[src/rtl/alu_pkg.sv]
// Shared ALUOp encodings and multiplier sequencing states for the execute stage.
package alu_pkg;

    localparam logic [3:0] ALU_AND = 4'b0000;
    localparam logic [3:0] ALU_OR  = 4'b0001;
    localparam logic [3:0] ALU_ADD = 4'b0010;
    localparam logic [3:0] ALU_SRL = 4'b0011;
    localparam logic [3:0] ALU_SUB = 4'b0110;
    localparam logic [3:0] ALU_SLT = 4'b0111;
    localparam logic [3:0] ALU_MUL = 4'b1000;
    localparam logic [3:0] ALU_XOR = 4'b1001;
    localparam logic [3:0] ALU_NOR = 4'b1010;
    localparam logic [3:0] ALU_SLL = 4'b1100;
    localparam logic [3:0] ALU_SRA = 4'b1101;

    typedef enum logic [1:0] {
        IDLE = 2'd0,
        MUL  = 2'd1,
        FIN  = 2'd2
    } mult_state_t;

endpackage

[src/rtl/seq_mult_signed.sv]
// Sequential signed shift-add multiplier: magnitude product over WIDTH iterations,
// sign restored on the last one. product is valid while done is high.
module seq_mult_signed
    import alu_pkg::*;
#(
    parameter int WIDTH = 16
) (
    input  logic                 clk,
    input  logic                 rst,
    input  logic                 start,
    input  logic [WIDTH-1:0]     a,
    input  logic [WIDTH-1:0]     b,
    output logic                 busy,
    output logic                 done,
    output logic [2*WIDTH-1:0]   product
);

    localparam int CW = $clog2(WIDTH);
    localparam logic [CW-1:0] LAST_MUL_CNT = CW'(WIDTH - 2);

    mult_state_t          state_q;
    logic [CW-1:0]        cnt_q;
    logic                 neg_q;
    logic [2*WIDTH-1:0]   acc_q;
    logic [2*WIDTH-1:0]   mcand_q;
    logic [WIDTH-1:0]     mplier_q;

    logic [WIDTH-1:0]     a_abs;
    logic [WIDTH-1:0]     b_abs;
    logic [2*WIDTH-1:0]   acc_d;

    // The most negative operand maps to 2^(WIDTH-1), which fits as unsigned.
    assign a_abs = a[WIDTH-1] ? (~a + 1'b1) : a;
    assign b_abs = b[WIDTH-1] ? (~b + 1'b1) : b;

    assign acc_d   = acc_q + (mplier_q[0] ? mcand_q : '0);
    assign product = neg_q ? ('0 - acc_d) : acc_d;
    assign busy    = (state_q != IDLE);
    assign done    = (state_q == FIN);

    // MUL runs WIDTH-1 iterations; FIN performs the last one combinationally
    // so the parent can register the signed product on the FIN edge.
    always_ff @(posedge clk) begin
        if (rst) begin
            state_q  <= IDLE;
            cnt_q    <= '0;
            neg_q    <= 1'b0;
            acc_q    <= '0;
            mcand_q  <= '0;
            mplier_q <= '0;
        end else begin
            case (state_q)
                IDLE: begin
                    if (start) begin
                        state_q  <= MUL;
                        cnt_q    <= '0;
                        neg_q    <= a[WIDTH-1] ^ b[WIDTH-1];
                        acc_q    <= '0;
                        mcand_q  <= {{WIDTH{1'b0}}, a_abs};
                        mplier_q <= b_abs;
                    end
                end
                MUL: begin
                    acc_q    <= acc_d;
                    mcand_q  <= mcand_q << 1;
                    mplier_q <= mplier_q >> 1;
                    cnt_q    <= cnt_q + 1'b1;
                    if (cnt_q == LAST_MUL_CNT) begin
                        state_q <= FIN;
                    end
                end
                FIN: begin
                    state_q <= IDLE;
                end
                default: begin
                    state_q <= IDLE;
                end
            endcase
        end
    end

endmodule

[src/rtl/alu_exec_unit.sv]
// Execute-stage ALU: single-cycle ops through a combinational mux, signed mul through
// the sequential multiplier, with registered result/flags and HI/LO product registers.
module alu_exec_unit
    import alu_pkg::*;
#(
    parameter int WIDTH = 16,
    parameter int SHW   = $clog2(WIDTH)
) (
    input  logic             clk,
    input  logic             rst,
    input  logic             start,
    input  logic [3:0]       alu_op,
    input  logic [WIDTH-1:0] a,
    input  logic [WIDTH-1:0] b,
    output logic [WIDTH-1:0] result,
    output logic             zero,
    output logic             done,
    output logic             busy,
    output logic             err,
    output logic [WIDTH-1:0] hi,
    output logic [WIDTH-1:0] lo
);

    logic [WIDTH-1:0]     result_q;
    logic                 zero_q;
    logic                 done_q;
    logic                 err_q;
    logic [WIDTH-1:0]     hi_q;
    logic [WIDTH-1:0]     lo_q;

    logic [WIDTH-1:0]     alu_res_d;
    logic                 op_err_d;
    logic                 is_mul_d;
    logic [SHW-1:0]       shamt;
    logic                 accept;
    logic                 mult_busy;
    logic                 mult_done;
    logic [2*WIDTH-1:0]   mult_product;

    assign shamt  = b[SHW-1:0];
    assign accept = start & ~mult_busy;

    // Unknown codes (including X/Z in simulation) fall to default: result 0, err set.
    always_comb begin
        alu_res_d = '0;
        op_err_d  = 1'b0;
        is_mul_d  = 1'b0;
        case (alu_op)
            ALU_ADD: alu_res_d = a + b;
            ALU_SUB: alu_res_d = a - b;
            ALU_AND: alu_res_d = a & b;
            ALU_OR:  alu_res_d = a | b;
            ALU_XOR: alu_res_d = a ^ b;
            ALU_NOR: alu_res_d = ~(a | b);
            ALU_SLT: alu_res_d = {{(WIDTH-1){1'b0}}, ($signed(a) < $signed(b))};
            ALU_MUL: is_mul_d  = 1'b1;
            ALU_SLL: alu_res_d = a << shamt;
            ALU_SRL: alu_res_d = a >> shamt;
            ALU_SRA: alu_res_d = $signed(a) >>> shamt;
            default: op_err_d  = 1'b1;
        endcase
    end

    seq_mult_signed #(.WIDTH(WIDTH)) u_mult (
        .clk     (clk),
        .rst     (rst),
        .start   (accept & is_mul_d),
        .a       (a),
        .b       (b),
        .busy    (mult_busy),
        .done    (mult_done),
        .product (mult_product)
    );

    always_ff @(posedge clk) begin
        if (rst) begin
            result_q <= '0;
            zero_q   <= 1'b0;
            done_q   <= 1'b0;
            err_q    <= 1'b0;
            hi_q     <= '0;
            lo_q     <= '0;
        end else begin
            done_q <= 1'b0;
            if (mult_done) begin
                hi_q     <= mult_product[2*WIDTH-1:WIDTH];
                lo_q     <= mult_product[WIDTH-1:0];
                result_q <= mult_product[WIDTH-1:0];
                zero_q   <= (mult_product[WIDTH-1:0] == '0);
                err_q    <= 1'b0;
                done_q   <= 1'b1;
            end else if (accept && !is_mul_d) begin
                result_q <= alu_res_d;
                zero_q   <= (alu_res_d == '0);
                err_q    <= op_err_d;
                done_q   <= 1'b1;
            end
        end
    end

    assign result = result_q;
    assign zero   = zero_q;
    assign done   = done_q;
    assign err    = err_q;
    assign hi     = hi_q;
    assign lo     = lo_q;
    assign busy   = mult_busy;

endmodule
[config.mk]
export PLATFORM = sky130hd
export DESIGN_NAME = alu_exec_unit
export DESIGN_NICKNAME = d
export VERILOG_FILES = /design/src/rtl/alu_pkg.sv /design/src/rtl/seq_mult_signed.sv /design/src/rtl/alu_exec_unit.sv
export SDC_FILE = /design/constraint.sdc
export NUM_CORES = 1
export LEC_CHECK = 0
export ABC_AREA = 1
export CORE_MARGIN = 5
export CORE_UTILIZATION = 30
export CTS_CLUSTER_DIAMETER = 120
export DETAILED_ROUTE_END_ITERATION = 10
export PLACE_DENSITY = 0.56
export SYNTH_ARGS = -nofsm -noshare
export SYNTH_HDL_FRONTEND = slang
export SYNTH_HIERARCHICAL = 1
export SYNTH_SLANG_ARGS = --single-unit
[constraint.sdc]
create_clock -name clk -period 4.27 [get_ports clk]
set_input_delay 1.281 -clock clk [delete_from_list [all_inputs] [get_ports clk]]
set_output_delay 1.281 -clock clk [all_outputs]
set_load 0.02 [all_outputs]
# [Word-level counts from Yosys, hierarchy flattened]
# Cells that the tools add are included.
[classes] add_sub_neg=7 shift=3 eq_ne=15 n_bitwise=10 n_reduce_logical=14 order_cmp=1 muxes=24
[op_table] op="16-bit case mux with 10 select lines" n=1
[op_table] op="32-bit 2-to-1 mux" n=4
[op_table] op="32-bit case mux with 2 select lines" n=2
[op_table] op="16-bit 2-to-1 mux" n=5
[op_table] op="16-bit inverter" n=3
[op_table] op="16-bit by 1-bit adder with 16-bit output, second input constant" n=2
[op_table] op="32-bit adder" n=1
[op_table] op="16-bit zero test" n=2
[op_table] op="16-bit case mux with 2 select lines" n=1
[op_table] op="1-bit by 32-bit subtractor with 32-bit output, first input constant" n=1
[op_table] op="4-bit == test, second input constant" n=6
[op_table] op="16-bit adder" n=1
[op_table] op="16-bit AND" n=1
[op_table] op="16-bit less-than comparator" n=1
[op_table] op="16-bit OR" n=1
[op_table] op="16-bit by 4-bit left shift with 16-bit output" n=1
[op_table] op="16-bit by 4-bit right shift with 16-bit output" n=1
[op_table] op="16-bit by 4-bit >>> shifter with 16-bit output" n=1
[op_table] op="16-bit subtractor" n=1
[op_table] op="16-bit bitwise XOR" n=1
[op_table] op="11-bit OR reduction" n=1
[op_table] op="4-bit by 2-bit == test with 1-bit output, second input constant" n=2
[op_table] op="4-bit by 3-bit == test with 1-bit output, second input constant" n=2
[op_table] op="4-bit case mux with 2 select lines" n=1
[op_table] op="other kinds (19)" n=31
[totals] input_bits=39 ff_bits=138

# [Logic depth before layout (Yosys ltp)]
[depth] depth_word=6 mapped_depth=27

# [Cells and area by module]
# The synthesis kept the hierarchy.
[modules_own_cells] mod="seq_mult_signed" cells_each=1280 seq_area_each_um2=1741.7 area_per_inst_um2=7425.9 instances=1
[modules_own_cells] mod="alu_exec_unit" cells_each=1145 seq_area_each_um2=1021.0 area_per_inst_um2=6139.6 instances=1

# [Worst setup path after synthesis]
# OpenSTA, ideal clock, no wires.
[synth_path] kind="input port to flip-flop" startpoint="in b[2]" endpoint="reg zero_q, in the netlist zero" t_arrival_ns=3.354 path_slack_ns=0.846 cell_stages=20 n_path_buf=3 required_ns=4.200 setup_time_ns=0.070 cell_sequence="buf_2 clkinv_1 buf_2 ha_1 buf_2 inv_1 nand2_1 nand2_1 nand3_1 nand2_1 nand2_1 a21oi_1 nor2_1 nor2_1 nand2_1 nor2_1 nand2_1 nor2_1 nand3_1 a21oi_1"
[synth_via] elab_chain_cells=6 elab_cells_between_ends=14
[synth_rtl] element="start, declared" line="alu_exec_unit.sv:14" rtl="input logic [WIDTH-1:0] b,"
[synth_rtl] element="parallel branches: the longest is 2 deep, another holds 16-bit subtractor"
[synth_rtl] element="16-bit case mux with 10 select lines *" line="alu_exec_unit.sv:48" rtl="case (alu_op)"
[synth_rtl] element="16-bit zero test *" line="alu_exec_unit.sv:94" rtl="zero_q <= (alu_res_d == '0);"
[synth_rtl] element="1-bit 2-to-1 mux *" line="alu_exec_unit.sv:92" rtl="end else if (accept && !is_mul_d) begin"
[synth_rtl] element="1-bit 2-to-1 mux *" line="alu_exec_unit.sv:85" rtl="if (mult_done) begin"
[synth_rtl] element="end signal, assigned" line="alu_exec_unit.sv:89" rtl="zero_q <= (mult_product[WIDTH-1:0] == '0);"
[synth_rtl] element="end signal, assigned" line="alu_exec_unit.sv:94"
[synth_rtl] element="end, declared" line="alu_exec_unit.sv:25" rtl="logic zero_q;"
# Mark *: on every way between the ends. The select of a mux whose other input is x is not followed.
# A chain may end at the register's enable or synchronous reset.

# [Worst setup path after layout]
[layout_path] startpoint="in alu_op[2]" endpoint="reg u_mult.mplier_q[1]"
[layout_via] elab_chain_cells=5
[layout_rtl] element="start, declared" line="alu_exec_unit.sv:12" rtl="input logic [3:0] alu_op,"
[layout_rtl] element="4-bit == test" line="alu_exec_unit.sv:48"
[layout_rtl] element="1-bit 2-to-1 mux" line="alu_exec_unit.sv:48"
[layout_rtl] element="1-bit AND" line="alu_exec_unit.sv:67" rtl=".start (accept & is_mul_d),"
[layout_rtl] element="2-bit by 1-bit inequality test with 1-bit output (no source line)"
[layout_rtl] element="2-bit AND reduction (no source line)"
[layout_rtl] element="end signal, assigned" line="seq_mult_signed.sv:60" rtl="mplier_q <= b_abs;"
[layout_rtl] element="end signal, assigned" line="seq_mult_signed.sv:66" rtl="mplier_q <= mplier_q >> 1;"
[layout_rtl] element="end, declared" line="seq_mult_signed.sv:26" rtl="logic [WIDTH-1:0] mplier_q;"
# No other way between the ends.

==> flow_metrics.env <==
export IMPL_cts_setup_buffers=0
export IMPL_antenna_cells=0
export IMPL_grt_pass1_vias=14800
export IMPL_p_switching_mw=1.18
export IMPL_power_share_clock_pct=42.2
export IMPL_clk_path_buf_depth=2
export IMPL_synth_edf_count=0
export IMPL_drive_gt1_share_pct=6.18
export IMPL_rsz0062_at_grt="no"
export IMPL_globalRouteMet2Util_pct=32.0
export IMPL_drt_total_wl_um=53000
export IMPL_grt_util_met3_pct=3.70
export IMPL_numPlacedInstances=3109
export IMPL_area_delta_synth_final_pct=18.2
export IMPL_root_buffer="clkbuf_16"
export IMPL_worst_ep_required_time_ns=4.61
export IMPL_wl_per_cell_um=16.9
export IMPL_cp_start_kind="input port"
export IMPL_synthTopCellsByCount="815 x nand2_1, 340 x inv_1, 261 x nand3_1, 232 x nor2_1, 138 x dfxtp_1"
export IMPL_initial_core_util_pct=30.1
export IMPL_yosys_area_top_type="nand2_1"
export IMPL_p_int_mw=2.51
export IMPL_cp_max_fo=40
export IMPL_final_cells=3140
export IMPL_place_gp_congestion=0.987
export IMPL_drc=0
export IMPL_rows=78
export IMPL_synth_cell_type_count=50
export IMPL_crit_path_end_kind="flip-flop"
export IMPL_slew_viol_final=0
export IMPL_synth_flop_cell="dfxtp_1"
export IMPL_grt_pass1_wl_um=83800
export IMPL_tightestPinTransition_ns=1.26
export IMPL_syn_num_nets=2554
export IMPL_die_w_um=223
export IMPL_grt_max_degree=65
export IMPL_syn_area_per_cell_um2=5.59
export IMPL_power_frac_seq_pct=35.7
export IMPL_synth_top_area_share_pct=22.6
export IMPL_skew_ns=0.0128
export IMPL_grt_use_met1_pct=30.1
export IMPL_drtIter0Drc=1468
export IMPL_cts_resized_gates=0
export IMPL_nNetsFinal=2657
export IMPL_crit_type="in2reg"
export IMPL_slew_headroom_pct=15.7
export IMPL_setup_ws_ns=0.406
export IMPL_via_count=15800
export IMPL_gr_total_overflow=0
export IMPL_synth_most_common_cell="nand2_1"
export IMPL_r2r_cells=20
export IMPL_io_pins=91
export IMPL_cap_viol_max_count=0
export IMPL_arrival_ns=4.21
export IMPL_drt_pass1_iter_count=6
export IMPL_grtUsageTotal_pct=20.9
export IMPL_async_flop_share_pct=0
export IMPL_whs_ns=0.465
export IMPL_grt_busiest_layer="met2"
export IMPL_hold_path_depth=2
export IMPL_numCtsBuffers=17
export IMPL_fin_crit_ns=3.86
export IMPL_peakVddDrop_mv=0.234
export IMPL_htree_levels=4
export IMPL_tritoncts="yes"
export IMPL_dieArea_mm2=0.0496
export IMPL_finalSetupViolCount=0
export IMPL_portBuffers=90
export IMPL_post_place_ws_ns=-0.0962
export IMPL_final_hold_viol_count=0
export IMPL_outcome="finished, final reports clean"
export IMPL_synth_area_mm2=0.0136
export IMPL_max_freq_ghz=0.259
export IMPL_ys_warn_count=6
export IMPL_min_period_over_period_pct=90.5
export IMPL_postSynthCellCount=2425
export IMPL_hold_class="reg2reg"
export IMPL_vias_per_cell=5.02
export IMPL_p_per_area_mw_per_mm2=230
export IMPL_core_area_mm2=0.0451
export IMPL_netlist_top_cells_area="nand2_1 23%, dfxtp_1 20%, nand3_1 9.6%"
export IMPL_hpwl_um=42700
export IMPL_antenna_found_initial=0
export IMPL_seq_area_frac_synth_pct=20.4
export IMPL_holdBufCountCts=0
export IMPL_clk_latency_ns=0.44
export IMPL_path_clk_slew_ns=0.06
export IMPL_synth_seq_cells=138
export IMPL_clkSinkCount=138
export IMPL_leakage_nw=8.29
export IMPL_drt_antenna_violating_nets=0
export IMPL_switching_share_pct=31.9
export IMPL_combPwrFrac_pct=22.1
export IMPL_die_h_um=223
==> layout make-up <==
cell class	count	area [µm²]
Tap cell	600	751
Sequential cell	138	2760
Fill cell	5043	29100
Clock inverter	12	165
Inverter	351	1320
Clock buffer	19	443
Multi-Input combinational cell	1857	9140
Timing Repair Buffer	163	1440
==> metrics by stage <==
step	instance area [µm²]	utilization, %	power, mW	TNS, ns
finish	16000	35.5	3.69	0
global route	16000	35.5	3.86	0
CTS	16000	35.5	3.70	0
detailed placement	15400	34.2	2.14	-0.669
global placement	15400	34.2	2.14	0
floorplan	13600	-	1.81	0
==> power by group through the flow <==
stage	Sequential (mW)	Combinational, mW	Clock [mW]
3_3_place_gp	1.34	0.796	0
5_1_grt	1.32	0.898	1.64
3_5_place_dp	1.34	0.797	0
6_report	1.32	0.814	1.56
2_1_floorplan	1.35	0.453	0
4_1_cts	1.32	0.800	1.58
==> routing by layer <==
| metal | share of wire, % | wire length (µm) |
|---|---|---|
| met1 | 48 | 25300 |
| met4 | 2.8 | 1510 |
| met5 | 0 | 0 |
| met2 | 43 | 22700 |
| met3 | 6.7 | 3530 |
==> state kept, by name (all words and copies together) (netlist names), 2 cells and up <==
register,flops
u_mult/acc_q,32
u_mult/mcand_q,32
hi,16
lo,16
result,16
u_mult/mplier_q,16
u_mult/cnt_q,4
u_mult/state_q,2
==> path summary, 6_finish.rpt <==
kind	startpoint	to	slack [ns]
min reg2reg	lo[10]$_SDFFE_PP0P_	lo[10]$_SDFFE_PP0P_	0.47
min	lo[10]$_SDFFE_PP0P_	lo[10]$_SDFFE_PP0P_	0.47
max reg2reg	u_mult/mplier_q[0]$_SDFFE_PP0P_	zero$_SDFFE_PP0P_	0.57
max	alu_op[2]	u_mult/mplier_q[1]$_SDFFE_PP0P_	0.41
==> logic make-up (layout without fill, tap and decap cells) <==
| family | count (synthesis) | in the layout | share of synthesized area [%] |
|---|---|---|---|
| adders and majority gates | 90 | 90 | 8.47 |
| buffers and inverters | 430 | 545 | 12.3 |
| and+or+nand+nor | 1412 | 1412 | 43.5 |
| DFF | 138 | 138 | 20.4 |
| AOI/OAI and AO/OA | 324 | 324 | 13.3 |
| xor gates and xnor gates | 31 | 31 | 2.06 |
==> worst max-delay path, stage by stage <==
cell             delay, ns
clkdlybuf4s50_1       0.59
nor2_1                0.14
nand2_1               0.12
nor2_1                0.08
nand2_1               0.11
clkinv_1              0.18
nor2_4                0.78
nand2_1               0.59
o22ai_1               0.32
==> cell usage in the layout, fill, tap and decap left out, types with 3 or more instances in the layout <==
master           instances
a21oi_1                104
a22oi_1                 13
a31oi_1                 28
and2_1                   3
buf_4                   73
bufinv_16                3
clkbuf_16               17
clkdlybuf4s50_1         89
clkinv_1                 4
clkinvlp_4               3
dfxtp_1                138
fa_1                     3
ha_1                    87
inv_1                  340
inv_2                    6
inv_6                    4
nand2_1                815
nand2_2                 20
nand3_1                261
nand3_2                  3
nand3b_1                12
nand4_1                 15
nor2_1                 230
nor2_2                  12
nor2_4                   3
nor3_1                  27
nor4_1                   6
o211ai_1                 6
o21ai_0                124
o21ai_1                  3
o21bai_1                 4
o22ai_1                 29
xnor2_1                  6
xor2_1                  24
No activity file was read; power rests on OpenSTA's default activity.
